`src/rtl/instr_mem_loader_if.sv`:
```
// rtl/instr_mem_loader_if.sv - word stream in and byte write port out of the instruction loader
interface instr_mem_loader_if;
    logic [31:0] word_in;
    logic        word_valid;
    logic        word_last;
    logic        word_ready;
    logic        mem_we;
    logic [31:0] mem_addr;
    logic [7:0]  mem_wdata;

    // Host side: supplies program words and observes the memory writes.
    modport master (
        output word_in, word_valid, word_last,
        input  word_ready, mem_we, mem_addr, mem_wdata
    );

    // Loader side: consumes program words and drives the memory byte port.
    modport slave (
        input  word_in, word_valid, word_last,
        output word_ready, mem_we, mem_addr, mem_wdata
    );
endinterface

```
`src/rtl/instr_mem_loader.sv`:
```
// rtl/instr_mem_loader.sv - loads 32-bit words into a big-endian byte-addressed instruction ROM
module instr_mem_loader #(
    parameter int MEM_BYTES = 64,
    parameter int CNT_W     = 16
) (
    input  logic                 Clk,
    input  logic                 Rst,
    input  logic                 start,
    instr_mem_loader_if.slave    bus,
    output logic                 cpu_hold,
    output logic                 done,
    output logic                 overflow,
    output logic [CNT_W-1:0]     words_loaded
);

    typedef enum logic [2:0] {IDLE, ACCEPT, WRITE, DONE, ERROR} state_t;

    // Highest pointer at which a whole word still fits.
    localparam logic [31:0] LAST_SLOT = 32'(MEM_BYTES - 4);

    state_t            state, state_nxt;
    logic [31:0]       ptr, ptr_nxt;
    logic [1:0]        idx, idx_nxt, idx_inc;
    logic [31:0]       word_q, word_nxt;
    logic              last_q, last_nxt;
    logic              ready_q, ready_nxt;
    logic              we_q, we_nxt;
    logic [31:0]       addr_q, addr_nxt;
    logic [7:0]        wdata_q, wdata_nxt;
    logic              hold_q, hold_nxt;
    logic              done_q, done_nxt;
    logic              ovf_q, ovf_nxt;
    logic [CNT_W-1:0]  cnt_q, cnt_nxt;

    assign idx_inc = idx + 2'd1;

    // Byte k of a word, MSB first, so byte 0 lands at the lowest address.
    function automatic logic [7:0] byte_of(input logic [31:0] w, input logic [1:0] k);
        case (k)
            2'd0:    return w[31:24];
            2'd1:    return w[23:16];
            2'd2:    return w[15:8];
            default: return w[7:0];
        endcase
    endfunction

    // Next-state and next-output decode; every output is computed one cycle ahead and registered.
    always_comb begin
        state_nxt = state;
        ptr_nxt   = ptr;
        idx_nxt   = idx;
        word_nxt  = word_q;
        last_nxt  = last_q;
        ready_nxt = 1'b0;
        we_nxt    = 1'b0;
        addr_nxt  = addr_q;
        wdata_nxt = wdata_q;
        hold_nxt  = hold_q;
        done_nxt  = done_q;
        ovf_nxt   = ovf_q;
        cnt_nxt   = cnt_q;

        unique case (state)
            IDLE: begin
                if (start) begin
                    state_nxt = ACCEPT;
                    ready_nxt = 1'b1;
                    ptr_nxt   = '0;
                    cnt_nxt   = '0;
                    done_nxt  = 1'b0;
                    ovf_nxt   = 1'b0;
                end
            end
            ACCEPT: begin
                if (bus.word_valid && ready_q) begin
                    if (ptr <= LAST_SLOT) begin
                        state_nxt = WRITE;
                        word_nxt  = bus.word_in;
                        last_nxt  = bus.word_last;
                        idx_nxt   = 2'd0;
                        we_nxt    = 1'b1;
                        addr_nxt  = ptr;
                        wdata_nxt = bus.word_in[31:24];
                    end else begin
                        state_nxt = ERROR;
                        ovf_nxt   = 1'b1;
                    end
                end else begin
                    ready_nxt = 1'b1;
                end
            end
            WRITE: begin
                if (idx != 2'd3) begin
                    idx_nxt   = idx_inc;
                    we_nxt    = 1'b1;
                    addr_nxt  = ptr + 32'(idx_inc);
                    wdata_nxt = byte_of(word_q, idx_inc);
                end else begin
                    ptr_nxt = ptr + 32'd4;
                    cnt_nxt = (cnt_q == '1) ? cnt_q : cnt_q + 1'b1;
                    if (last_q) begin
                        state_nxt = DONE;
                        done_nxt  = 1'b1;
                        hold_nxt  = 1'b0;
                    end else begin
                        state_nxt = ACCEPT;
                        ready_nxt = 1'b1;
                    end
                end
            end
            DONE, ERROR: begin
                if (start) begin
                    state_nxt = ACCEPT;
                    ready_nxt = 1'b1;
                    ptr_nxt   = '0;
                    cnt_nxt   = '0;
                    done_nxt  = 1'b0;
                    ovf_nxt   = 1'b0;
                    hold_nxt  = 1'b1;
                end
            end
            default: begin
                state_nxt = IDLE;
            end
        endcase
    end

    // State and output registers; reset abandons any in-flight word immediately.
    always_ff @(posedge Clk) begin
        if (!Rst) begin
            state   <= IDLE;
            ptr     <= '0;
            idx     <= 2'd0;
            word_q  <= '0;
            last_q  <= 1'b0;
            ready_q <= 1'b0;
            we_q    <= 1'b0;
            addr_q  <= '0;
            wdata_q <= '0;
            hold_q  <= 1'b1;
            done_q  <= 1'b0;
            ovf_q   <= 1'b0;
            cnt_q   <= '0;
        end else begin
            state   <= state_nxt;
            ptr     <= ptr_nxt;
            idx     <= idx_nxt;
            word_q  <= word_nxt;
            last_q  <= last_nxt;
            ready_q <= ready_nxt;
            we_q    <= we_nxt;
            addr_q  <= addr_nxt;
            wdata_q <= wdata_nxt;
            hold_q  <= hold_nxt;
            done_q  <= done_nxt;
            ovf_q   <= ovf_nxt;
            cnt_q   <= cnt_nxt;
        end
    end

    assign bus.word_ready = ready_q;
    assign bus.mem_we     = we_q;
    assign bus.mem_addr   = addr_q;
    assign bus.mem_wdata  = wdata_q;
    assign cpu_hold       = hold_q;
    assign done           = done_q;
    assign overflow       = ovf_q;
    assign words_loaded   = cnt_q;

endmodule

```
`src/flat_wrapper.sv`:
```
// flat-port wrapper written by rule: the top's interface ports become plain ports
module instr_mem_loader_flat 
#(
    parameter int MEM_BYTES = 64,
    parameter int CNT_W     = 16
)
  (Clk, Rst, start, cpu_hold, done, overflow, words_loaded, bus_word_in, bus_word_valid, bus_word_last, bus_word_ready, bus_mem_we, bus_mem_addr, bus_mem_wdata);
  instr_mem_loader_if bus_i ();
  input  logic Clk;
  input  logic Rst;
  input  logic start;
  output logic cpu_hold;
  output logic done;
  output logic overflow;
  output logic [CNT_W-1:0] words_loaded;
  input wire logic [$bits(bus_i.word_in)-1:0] bus_word_in;
  input wire logic [$bits(bus_i.word_valid)-1:0] bus_word_valid;
  input wire logic [$bits(bus_i.word_last)-1:0] bus_word_last;
  output wire logic [$bits(bus_i.word_ready)-1:0] bus_word_ready;
  output wire logic [$bits(bus_i.mem_we)-1:0] bus_mem_we;
  output wire logic [$bits(bus_i.mem_addr)-1:0] bus_mem_addr;
  output wire logic [$bits(bus_i.mem_wdata)-1:0] bus_mem_wdata;
  assign bus_i.word_in = bus_word_in;
  assign bus_i.word_valid = bus_word_valid;
  assign bus_i.word_last = bus_word_last;
  assign bus_word_ready = bus_i.word_ready;
  assign bus_mem_we = bus_i.mem_we;
  assign bus_mem_addr = bus_i.mem_addr;
  assign bus_mem_wdata = bus_i.mem_wdata;
  instr_mem_loader #(.MEM_BYTES(MEM_BYTES), .CNT_W(CNT_W)) u_core (.Clk(Clk), .Rst(Rst), .start(start), .bus(bus_i), .cpu_hold(cpu_hold), .done(done), .overflow(overflow), .words_loaded(words_loaded));
endmodule
```
`config.mk`:
```
export PLATFORM = sky130hd
export DESIGN_NAME = instr_mem_loader_flat
export DESIGN_NICKNAME = d
export VERILOG_FILES = /design/src/rtl/instr_mem_loader_if.sv /design/src/rtl/instr_mem_loader.sv /design/src/flat_wrapper.sv
export SDC_FILE = /design/constraint.sdc
export NUM_CORES = 1
export LEC_CHECK = 0
export ABC_AREA = 1
export BUFFER_PORTS_ARGS = -buffer_cell sky130_fd_sc_hd__buf_2
export CAP_MARGIN = 20
export CORE_ASPECT_RATIO = 1.75
export CORE_UTILIZATION = 55
export DETAILED_ROUTE_END_ITERATION = 10
export PLACE_DENSITY = 0.77
export REMOVE_ABC_BUFFERS = 1
export SETUP_SLACK_MARGIN = 0.4
export SYNTH_ARGS = -nofsm -noshare
export SYNTH_HDL_FRONTEND = slang
export SYNTH_SLANG_ARGS = --single-unit
```
`constraint.sdc`:
```
create_clock -name Clk -period 2.3 [get_ports Clk]
set_input_delay 0.23 -clock Clk [delete_from_list [all_inputs] [get_ports Clk]]
set_output_delay 0.23 -clock Clk [all_outputs]
set_load 0.01 [all_outputs]
```
==> out/qor.yml, run 1 <==
global_route:
  grt_usage: 0.295
  grt_max_degree: 76
  first_global_vias: 6477
  antenna_found_initial: 0
  grt_pass1_wl_um: 29600
  overflow: 0
setup_path:
  worstPathArrival_ps: 2120
  path_class: "reg2reg"
  cp-start-kind: "register"
  critPathRequiredTime_ps: 2610
  endpoint_kind: "register"
  cp_max_fo: 20
logic_synthesis:
  yosysTopAreaCellShare: 0.381
  ys_ff_latch: 129
  synth_top_area_cell: "dfxtp_1"
  async_flop_share: 0
  synth_area_per_cell_um2: 6.32
  synthDistinctLibCells: 38
  yosysSeqAreaShare: 0.381
  synthTopCellsByArea: "dfxtp_1, nor2_1, nand2_1"
  synth_area_um2: 6770
  synth_edf_count: 0
  syn_inst: 1072
  synthFlopType: "dfxtp_1"
  ys_warn_count: 0
clock_tree:
  clock_path_buffers: 2
  cts_max_level: 4
  cts_root_buf: "clkbuf_16"
  insertion_delay_ps: 420
  clkSlewWorstSetupHoldPaths_ps: 60
  cts_tree: "done"
  numCtsBuffers: 17
  cts_num_sinks: 129
flow_run:
  maxCapViolCount: 0
route:
  vias: 7044
  first_pass_iters: 5
  viasPerCell: 5.24
  drt-met1-wl_um: 6670
  wl_met3_um: 796
  wire_per_inst_um: 13.7
  ant_nets: 0
  top_layer: "met4"
  drtIter0Drc: 486
  drt_wl_total_um: 18400
  drc: 0
  wl_met2_um: 10000
outcome:
  outcome: "complete, no violations"
place:
  dp_hpwl_um: 13200
  io_buffers: 97
  gp_congestion: 0.946
  dp_cells: 1307
floorplanning:
  io_pins: 98
  initial_utilization: 0.564
  die_h_um: 149
  coreArea_um2: 12000
  dieArea_um2: 12800
  rows: 53
  die_width_um: 85.9
layout:
  finalNetCount: 1212
  diodes: 0
  seqCellArea_um2: 2590
  syn_to_final_growth_pct: 20.9
  fin_util: 0.682
  n_fill_cell: 1111
  multi_input_area_um2: 3610
  layout-drive-gt1-share: 0.162
  stdcell_count: 1344
timing:
  setup_viol: 0
  tns_ps: 0
  fin_crit_ps: 1810
  skew_ps: 10.5
  timing.fmax_mhz: 554
  post-route-period-util: 0.785
  rsz0062_at_grt: "false"
  max_slew.worst_pin.slew_ps: 595
  slew_headroom: 0.602
  maxSlewViolCount: 0
  hold_viol_final: 0
power:
  irDropWorstVdd_mv: 0.573
  p_leak_nw: 3.78
  powerDensity_nw_per_um2: 944
hold_path:
  min_path_type: "in2reg"
[metrics by stage]
stage / hold slack, ps / instance area, µm² / total power, mW / setup slack [ps]
6_report: 128 / 8190 / 7.73 / 495
5_1_grt: 134 / 8190 / 8.20 / 390
4_1_cts: 122 / 8060 / 7.69 / 400
3_5_place_dp: 453 / 7440 / 4.98 / 303
3_3_place_gp: 446 / 7440 / 4.94 / 381
2_1_floorplan: 329 / 6550 / 4.16 / -829
[layout make-up]
type	count	share of cell area
clock buffer	18	0.0536
clock inverter	14	0.0188
inverter	115	0.0539
multi-input combinational	782	0.441
sequential	129	0.316
tap	165	0.0252
timing repair buffer	120	0.0908
timing repair inverter	1	0.000611
[per-layer routing]
metal,vias to the layer above,GRT usage
li1,3568,-
met1,3193,0.290
met2,217,0.553
met3,66,0.0625
met4,0,0.173
met5,-,0
[logic make-up (layout without fill, tap and decap cells)]
group,after synthesis,count (layout),synth area share
AO/OA/AOI/OAI,79,79,0.0650
other,1,1,0.000554
flip-flops,129,129,0.381
adder cells (fa/ha/maj),9,9,0.0166
AND/OR/NAND/NOR,683,683,0.427
buffers and inverters,161,268,0.0964
XOR/XNOR,10,10,0.0129
[worst max-delay path: stages (launching register included)]
cell,delay [ps]
dfxtp_1,370
nor2_1,130
nand3_1,80
nor2_1,290
nand3_4,210
nand2_8,170
nand2_1,90
buf_8,160
a21oi_1,140
nor2_1,50
[worst paths after layout]
path | startpoint | to | slack, ps | depth (start not counted)
hold / removal | bus_word_in[11] | u_core.word_q[11] | 130 | 5
setup / recovery | u_core.ptr[19] | u_core.bus.mem_addr[28] | 490 | 9
setup reg to reg | u_core.ptr[19] | u_core.bus.mem_addr[28] | 490 | 9
hold reg to reg | u_core.bus.mem_addr[0] | u_core.bus.mem_addr[0] | 460 | 2
[cells in the mapped netlist, types with 2 or more instances]
master / number
and2_1: 2
nor3_2: 2
nand3_2: 2
nor2_2: 2
dfxtp_1: 129
buf_4: 3
o21ai_0: 19
nand3_1: 72
buf_1: 7
nand2_2: 5
ha_1: 9
a22oi_1: 9
buf_2: 21
inv_1: 109
nand3b_1: 10
a21oi_1: 41
xor2_1: 9
o21bai_1: 5
nand4_1: 47
nor3_1: 7
nand2_1: 259
inv_2: 4
nor2_1: 272
clkbuf_1: 13
[what timing repair did]
item	CTS	global route
endpoints found under the setup margin	38	104
hold buffers	0	0
resized for setup	4	29
setup buffers	1	3
pin swaps	2	5
gates cloned	0	1
[power breakdown]
part	leakage, nW	switching, mW	internal [mW]	total, mW
registers	1.05	0.193	2.59	2.78
clock network	0.284	1.05	1.64	2.69
logic	2.45	1.40	0.859	2.26
total	3.78	2.65	5.08	7.73
[sequential cells by signal, summed over array words and instances, names as in the netlist]
name                   cells
u_core.done                1
u_core.bus.mem_we          1
u_core.overflow            1
u_core.ptr                30
u_core.last_q              1
u_core.idx                 2
u_core.bus.mem_addr       32
u_core.bus.word_ready      1
u_core.word_q             32
u_core.words_loaded       16
u_core.bus.mem_wdata       8
u_core.state               3
u_core.cpu_hold            1
[cell usage in the layout, fill, tap and decap left out, drive strengths merged]
cell type / n
nor2: 275
nand2: 265
dfxtp: 129
buf: 120
inv: 118
nand3: 74
nand4: 47
a21oi: 42
o21ai: 20
clkbuf: 18
nand3b: 10
nor3: 10
a22oi: 9
xor2: 9
ha: 9
clkinv: 7
o21bai: 5
clkinvlp: 3
and2: 2
bufinv: 2
o21a: 1
a31oi: 1
o211ai: 1
xnor2: 1
conb: 1
No activity file was read; power rests on OpenSTA's default activity.
==> run 2: changes to the inputs <==
--- a/config.mk
+++ b/config.mk
@@ -5,13 +5,13 @@
 export SDC_FILE = /design/constraint.sdc
 export NUM_CORES = 1
 export LEC_CHECK = 0
-export ABC_AREA = 1
+export ABC_AREA = 0
 export BUFFER_PORTS_ARGS = -buffer_cell sky130_fd_sc_hd__buf_2
 export CAP_MARGIN = 20
 export CORE_ASPECT_RATIO = 1.75
-export CORE_UTILIZATION = 55
+export CORE_UTILIZATION = 51
 export DETAILED_ROUTE_END_ITERATION = 10
-export PLACE_DENSITY = 0.77
+export PLACE_DENSITY = 0.76
 export REMOVE_ABC_BUFFERS = 1
 export SETUP_SLACK_MARGIN = 0.4
 export SYNTH_ARGS = -nofsm -noshare
==> constraint.sdc (replaced) <==
create_clock -name Clk -period 1.6 [get_ports Clk]
set_input_delay 0.16 -clock Clk [delete_from_list [all_inputs] [get_ports Clk]]
set_output_delay 0.16 -clock Clk [all_outputs]
set_load 0.01 [all_outputs]
==> run 2 against run 1 <==
The flow now finishes with violations (negative hold slack, negative setup slack). Synthesized cell count shrank 36%. Clock power increased by 43%. Combinational power up 35%. Worst setup slack worse by 1200 ps. Total power increased by 36%. Cell count decreased by 18%. Die area is 5.2% lower. Via count up 11%. First-iteration DRC count rose by 120%. Register-to-register slack lost 1200 ps.
==> out/qor.yml, run 2 <==
route:
  ant_nets: 0  # unchanged
  drt_wl_total_um: 30800  # +67%
  drc: 0  # unchanged
  first_pass_iters: 8  # +3
  drtIter0Drc: 1071  # +120%
  wire_per_inst_um: 28.0  # +100%
  vias: 7822  # +11%
  viasPerCell: 7.11  # +36%
setup_path:
  cp_slowest_stage_delay_ps: 380  # about the same
  cp-start-kind: "register"
  endpoint_kind: "register"
  cp_top_family: "simple AND/OR/NAND/NOR gates"
  slowest_stage: "nor4_2"
  ff2ff_path_depth: 9  # unchanged
  critPathRequiredTime_ps: 1890  # -720 ps
  path_class: "reg2reg"
  crit_cells: 9  # unchanged
  cp_max_fo: 5  # -75%
  worstPathArrival_ps: 2550  # +430 ps
  crit_buf_inv: 4  # +3
  path_cells: "nor4_2 -> nand4_1 -> buf_6 -> o32ai_4 -> buf_4 -> buf_8 -> buf_16 -> nand3_1 -> o21ai_0"
floorplanning:
  rows: 51  # -3.8%
  initial_utilization: 0.529  # -0.0350
  die_h_um: 145  # -2.7%
  io_pins: 98  # unchanged
  dieArea_um2: 12100  # -5.2%
  coreArea_um2: 11200  # -6.4%
  die_width_um: 83.6  # -2.6%
logic_synthesis:
  synthTopCellsByArea: "dfxtp_1, mux2i_1, nor2_1"
  synthSimpleGateAreaFrac: 0.239  # -0.188
  ys_ff_latch: 129  # unchanged
  async_flop_share: 0  # unchanged
  synth_xor_area_frac: 0.0545  # +0.0416
  synth_compound_area_frac: 0.137  # +0.0718
  ys_warn_count: 0  # unchanged
  post-synth-top-count-cell: "dfxtp_1"
  syn_inst: 687  # -36%
  synthFlopType: "dfxtp_1"
  synth_top_area_cell: "dfxtp_1"
  synth_edf_count: 0  # unchanged
  yosysSeqAreaShare: 0.434  # +0.0531
  yosysTopAreaCellShare: 0.434  # +0.0531
  synth.area.mux_share: 0.0707  # +0.0707
  synth_area_um2: 5940  # -12%
  synthAdderAreaFrac: 0.0189  # +0.00232
  synth_top_family_by_area: "simple AND/OR/NAND/NOR gates"
  synth_area_per_cell_um2: 8.65  # +37%
  synthDistinctLibCells: 56  # +47%
  synthTopCellsByCount: "dfxtp_1, nor2_1, nand2_1, o21ai_0, mux2i_1"
layout:
  syn_to_final_growth_pct: 68.9
  seqCellArea_um2: 2640  # +2.1%
  layout-drive-gt1-share: 0.495  # +0.333
  diodes: 0  # unchanged
  finalNetCount: 1001  # -17%
  n_fill_cell: 403  # -64%
  mostFrequentLayoutCell: "buf_4"
  final_cell_mix: "buf_4, dfxtp_1, buf_2"
  multi_input_area_um2: 4010  # +11%
timing:
  skew_ps: 7.85  # -2.67 ps
  fin_ws_ps: -667  # -1160 ps
  max_slew.worst_pin.slew_ps: 924  # +329 ps
  slew_headroom: 0.379  # -0.223
  timing.fmax_mhz: 441  # -20%
  fin_crit_ps: 2270  # +462 ps
  hold_viol_final: 1  # +1
  whs_ps: -2.19  # -130 ps
  post-route-period-util: 1.42  # +0.632
  setup_viol: 129  # +129
  maxSlewViolCount: 0  # unchanged
  rsz0062_at_grt: "true"
power:
  p_total_mw: 10.5  # +36%
  irDropWorstVdd_mv: 1.04  # +81%
  powerDensity_nw_per_um2: 1040  # +11%
  p_leak_nw: 4.02  # +6.2%
hold_path:
  min_path_type: "in2reg"
  min_path_cells: 3  # -2
flow_run:
  maxCapViolCount: 0  # unchanged
global_route:
  antenna_found_initial: 0  # unchanged
  grt_max_degree: 52  # -32%
  overflow: 0  # unchanged
  grt_usage: 0.413  # +0.118
  first_global_vias: 7396  # +14%
  grt_pass1_wl_um: 38300  # +30%
clock_tree:
  cts_root_buf: "clkbuf_16"
  cts_num_sinks: 129  # unchanged
  numCtsBuffers: 17  # unchanged
  clkSlewWorstSetupHoldPaths_ps: 60  # about the same
  insertion_delay_ps: 430  # about the same
  clock_path_buffers: 2  # unchanged
  cts_tree: "done"
  cts_max_level: 4  # unchanged
place:
  gp_congestion: 0.886  # -6.4%
  io_buffers: 97  # unchanged
  post-place-ws_ps: -439  # -742 ps
  dp_hpwl_um: 12100  # -8.7%
outcome:
  outcome: "finished with violations"
  violations: "negative hold slack, negative setup slack"
run 2: final timing paths:
check        slack, ps               startpoint                      end
max reg2reg       -670           u_core.ptr[26]   u_core.bus.mem_addr[3]
max               -670           u_core.ptr[26]   u_core.bus.mem_addr[3]
min reg2reg        460  u_core.bus.mem_addr[27]  u_core.bus.mem_addr[27]
min                 -2           bus_word_in[3]         u_core.word_q[3]
run 2: repair_timing:
action	4_1_cts	5_1_grt
gates cloned	7	6
hold buffers	21	0
pin swaps	68	51
endpoints found under the setup margin	131	142
resized for setup	181	128
setup buffers	29	15
hold endpoints to repair	21	0
run 2: cells by family after synthesis:
family,after synthesis
AO/OA/AOI/OAI,125
XOR/XNOR,37
adder cells (fa/ha/maj),9
buffers and inverters,62
flip-flops,129
multiplexers,42
other,1
AND/OR/NAND/NOR,282
run 2: layer usage:
layer  wire length [µm]  GRT usage
met5                  0          0
met4               3780      0.314
met3               3050     0.0993
met2              14800      0.761
met1               9170      0.394
run 2: worst reg2reg max path: stages, from the launching register on:
cell and delay, ps:
dfxtp_1 350, nor4_2 380, nand4_1 180, buf_6 170, o32ai_4 300, buf_4 170
buf_8 130, buf_16 130, nand3_1 110, o21ai_0 210
run 2: report_power, final:
part	leakage, nW	total, mW	switching (mW)	internal, mW
combinational	2.68	3.06	1.60	1.46
sequential	1.06	3.56	0.155	3.41
clock	0.276	3.86	1.54	2.32
run 2: area by class of cell:
type,instances,area share
clock buffers,21,0.0449
clock inverters,11,0.0113
well taps,132,0.0164
multi-input cells,497,0.399
inverters,10,0.00374
repair buffers,300,0.261
flip-flops and latches,129,0.263
run 2: per-stage QoR:
stage | area [µm²] | setup TNS (ps) | hold slack, ps | instances | util
6_report | 10000 | -50730 | -2.19 | 1100 | 0.894
5_1_grt | 10000 | -56500 | -9.86 | 1100 | 0.894
4_1_cts | 9300 | -26680 | 1.12 | 1079 | 0.828
3_5_place_dp | 7410 | -37000 | 400 | 990 | 0.660
3_3_place_gp | 7410 | -31170 | 395 | 990 | 0.660
2_1_floorplan | 5720 | -159360 | 236 | 635 | -
==> run 3: changes to the inputs <==
--- a/config.mk
+++ b/config.mk
@@ -10,6 +10,7 @@
 export CAP_MARGIN = 20
 export CORE_ASPECT_RATIO = 1.75
 export CORE_UTILIZATION = 51
+export CTS_BUF_LIST = sky130_fd_sc_hd__clkbuf_8 sky130_fd_sc_hd__clkbuf_16
 export DETAILED_ROUTE_END_ITERATION = 10
 export PLACE_DENSITY = 0.76
 export REMOVE_ABC_BUFFERS = 1
==> run 3 against run 2 <==
The flow still finishes with violations (negative hold slack, negative setup slack). Cell area grew 2.4%. Die area unchanged. Worst hold slack worse by 6.3 ps. Sequential power about the same. Utilization is 2.2 points higher. Flip-flop and latch count unchanged. Critical path depth is 1 lower.
==> out/qor.yml, run 3 (synthesis gave the netlist of run 2 again) <==
place:
  postPlaceCellArea_um2: 7410  # unchanged
  dp_hpwl_um: 12100  # unchanged
  gp_congestion: 0.886  # unchanged
  io_buffers: 97  # unchanged
  post-place-ws_ps: -439  # unchanged
power:
  seqPwrFrac: 0.332  # -0.008
  p_switching_mw: 3.48  # +5.7%
  irDropWorstVdd_mv: 1.24  # +20%
  power.internal_mw: 7.27  # +1.1%
  powerDensity_nw_per_um2: 1050  # +0.12%
  power_frac_clock: 0.361  # -0.007
  combPwrFrac: 0.307  # +0.015
  swShare: 0.324  # +0.00968
  p_total_mw: 10.8  # +2.5%
  p_leak_nw: 4.09  # +1.9%
global_route:
  grt_pass1_wl_um: 38800  # +1.2%
  grt_max_degree: 52  # unchanged
  overflow: 0  # unchanged
  antenna_found_initial: 1  # +1
  first_global_vias: 7506  # +1.5%
  grt_usage: 0.416  # +0.00297
layout:
  syn_to_final_growth_pct: 73.0
  final_cell_mix: "buf_4, buf_2, dfxtp_1"
  finalNetCount: 1003  # +0.20%
  finalInstanceArea_um2: 10300  # +2.4%
  seqCellArea_um2: 2640  # about the same
  mostFrequentLayoutCell: "buf_4"
  multi_input_area_um2: 4200  # +4.8%
  n_fill_cell: 377  # -6.5%
  diodes: 0  # unchanged
  layout-drive-gt1-share: 0.524  # +0.0289
setup_path:
  critPathRequiredTime_ps: 1910  # +20 ps
  endpoint_kind: "register"
  cp-start-kind: "register"
  path_class: "reg2reg"
  cp_max_fo: 9  # +4
  worstPathArrival_ps: 2890  # +340 ps
clock_tree:
  cts_root_buf: "clkbuf_16"
  clock_path_buffers: 2  # unchanged
  insertion_delay_ps: 440  # about the same
  numCtsBuffers: 17  # unchanged
  cts_tree: "done"
  cts_num_sinks: 129  # unchanged
  clkSlewWorstSetupHoldPaths_ps: 60  # about the same
  cts_max_level: 4  # unchanged
route:
  drt_wl_total_um: 33000  # +7.1%
  drc: 0  # unchanged
  drtIter0Drc: 1256  # +17%
  first_pass_iters: 10  # +2
  ant_nets: 0  # unchanged
  wire_per_inst_um: 29.9  # +6.9%
  vias: 7995  # +2.2%
  viasPerCell: 7.25  # +2.0%
timing:
  tns_ps: -77130  # -26400 ps
  slew_headroom: 0.164  # -0.214
  maxSlewViolCount: 0  # unchanged
  hold_viol_final: 1  # unchanged
  max_slew.worst_pin.slew_ps: 1240  # +318 ps
  setup_viol: 129  # unchanged
  timing.fmax_mhz: 388  # -12%
  skew_ps: 6.33  # -1.52 ps
  fin_ws_ps: -976  # -309 ps
  post-route-period-util: 1.61  # +0.193
  fin_crit_ps: 2580  # +309 ps
  rsz0062_at_grt: "true"
  whs_ps: -8.51  # -6.31 ps
floorplanning:
  coreArea_um2: 11200  # unchanged
  io_pins: 98  # unchanged
  die_h_um: 145  # unchanged
  rows: 51  # unchanged
  die_width_um: 83.6  # unchanged
  dieArea_um2: 12100  # unchanged
  initial_utilization: 0.529  # unchanged
flow_run:
  maxCapViolCount: 0  # unchanged
outcome:
  outcome: "finished with violations"
  violations: "negative hold slack, negative setup slack"
hold_path:
  min_path_type: "in2reg"
-- run 3: cell types whose count changed in the layout (fill, tap and decap cells not counted), moves of 4 or more --
| cell | delta |
|---|---|
| a21oi_1 | -5 |
| mux2i_1 | -4 |
| o21ai_0 | -7 |
| nand3_1 | -4 |
| nand3_4 | +4 |
| nor2_2 | +4 |
| o21ai_1 | +8 |
| nor2_1 | -6 |
-- run 3: layer usage --
layer / track usage / routed length [µm]
met4: 0.325 / 4790
met3: 0.0953 / 3440
met2: 0.777 / 15200
met1: 0.388 / 9480
met5: 0 / 16
-- run 3: path summary, 6_finish.rpt --
kind / from / endpoint / slack (ps) / depth (start not counted)
max: u_core.ptr[6] / u_core.bus.mem_addr[12] / -980 / 8
min: bus_word_in[3] / u_core.word_q[3] / -9 / 3
max reg2reg: u_core.ptr[6] / u_core.bus.mem_addr[12] / -980 / 8
min reg2reg: u_core.bus.mem_addr[31] / u_core.bus.mem_addr[31] / 460 / 2
-- run 3: final cells by class --
| class | count | share of cell area |
|---|---|---|
| multi-input cells | 497 | 0.408 |
| repair buffers | 302 | 0.260 |
| flip-flops and latches | 129 | 0.257 |
| clock buffers | 18 | 0.0427 |
| well taps | 132 | 0.0161 |
| clock inverters | 14 | 0.0122 |
| inverters | 10 | 0.00365 |
-- run 3: metrics by stage --
| stage | utilization | std cells |
|---|---|---|
| after detailed placement | 0.660 | 990 |
| after floorplan | - | 635 |
| after global routing | 0.916 | 1102 |
| final | 0.916 | 1102 |
| after CTS | 0.823 | 1079 |
| after global placement | 0.660 | 990 |
-- run 3: timing repair --
item / in CTS / in global routing
hold buffers: 21 / 0
pin swaps: 68 / 69
resized for setup: 171 / 182
buffers inserted: 29 / 15
gates cloned: 7 / 8
endpoints found under the setup margin: 131 / 140
hold endpoints to repair: 21 / 0
-- run 3: critical path: stages, from the launching register on --
cell,delay (ps)
dfxtp_2,350
nor4_2,440
nand4_1,320
buf_6,240
o32ai_4,330
buf_6,250
buf_12,150
nor2_1,50
a211oi_1,330
-- run 3: power by group through the flow --
stage	sequential [mW]	combinational, mW	clock [mW]
2_1_floorplan	3.68	0.697	0
6_report	3.57	3.30	3.89
4_1_cts	3.51	2.26	3.75
5_1_grt	3.57	3.36	4.01
3_3_place_gp	3.57	1.50	0
3_5_place_dp	3.58	1.55	0
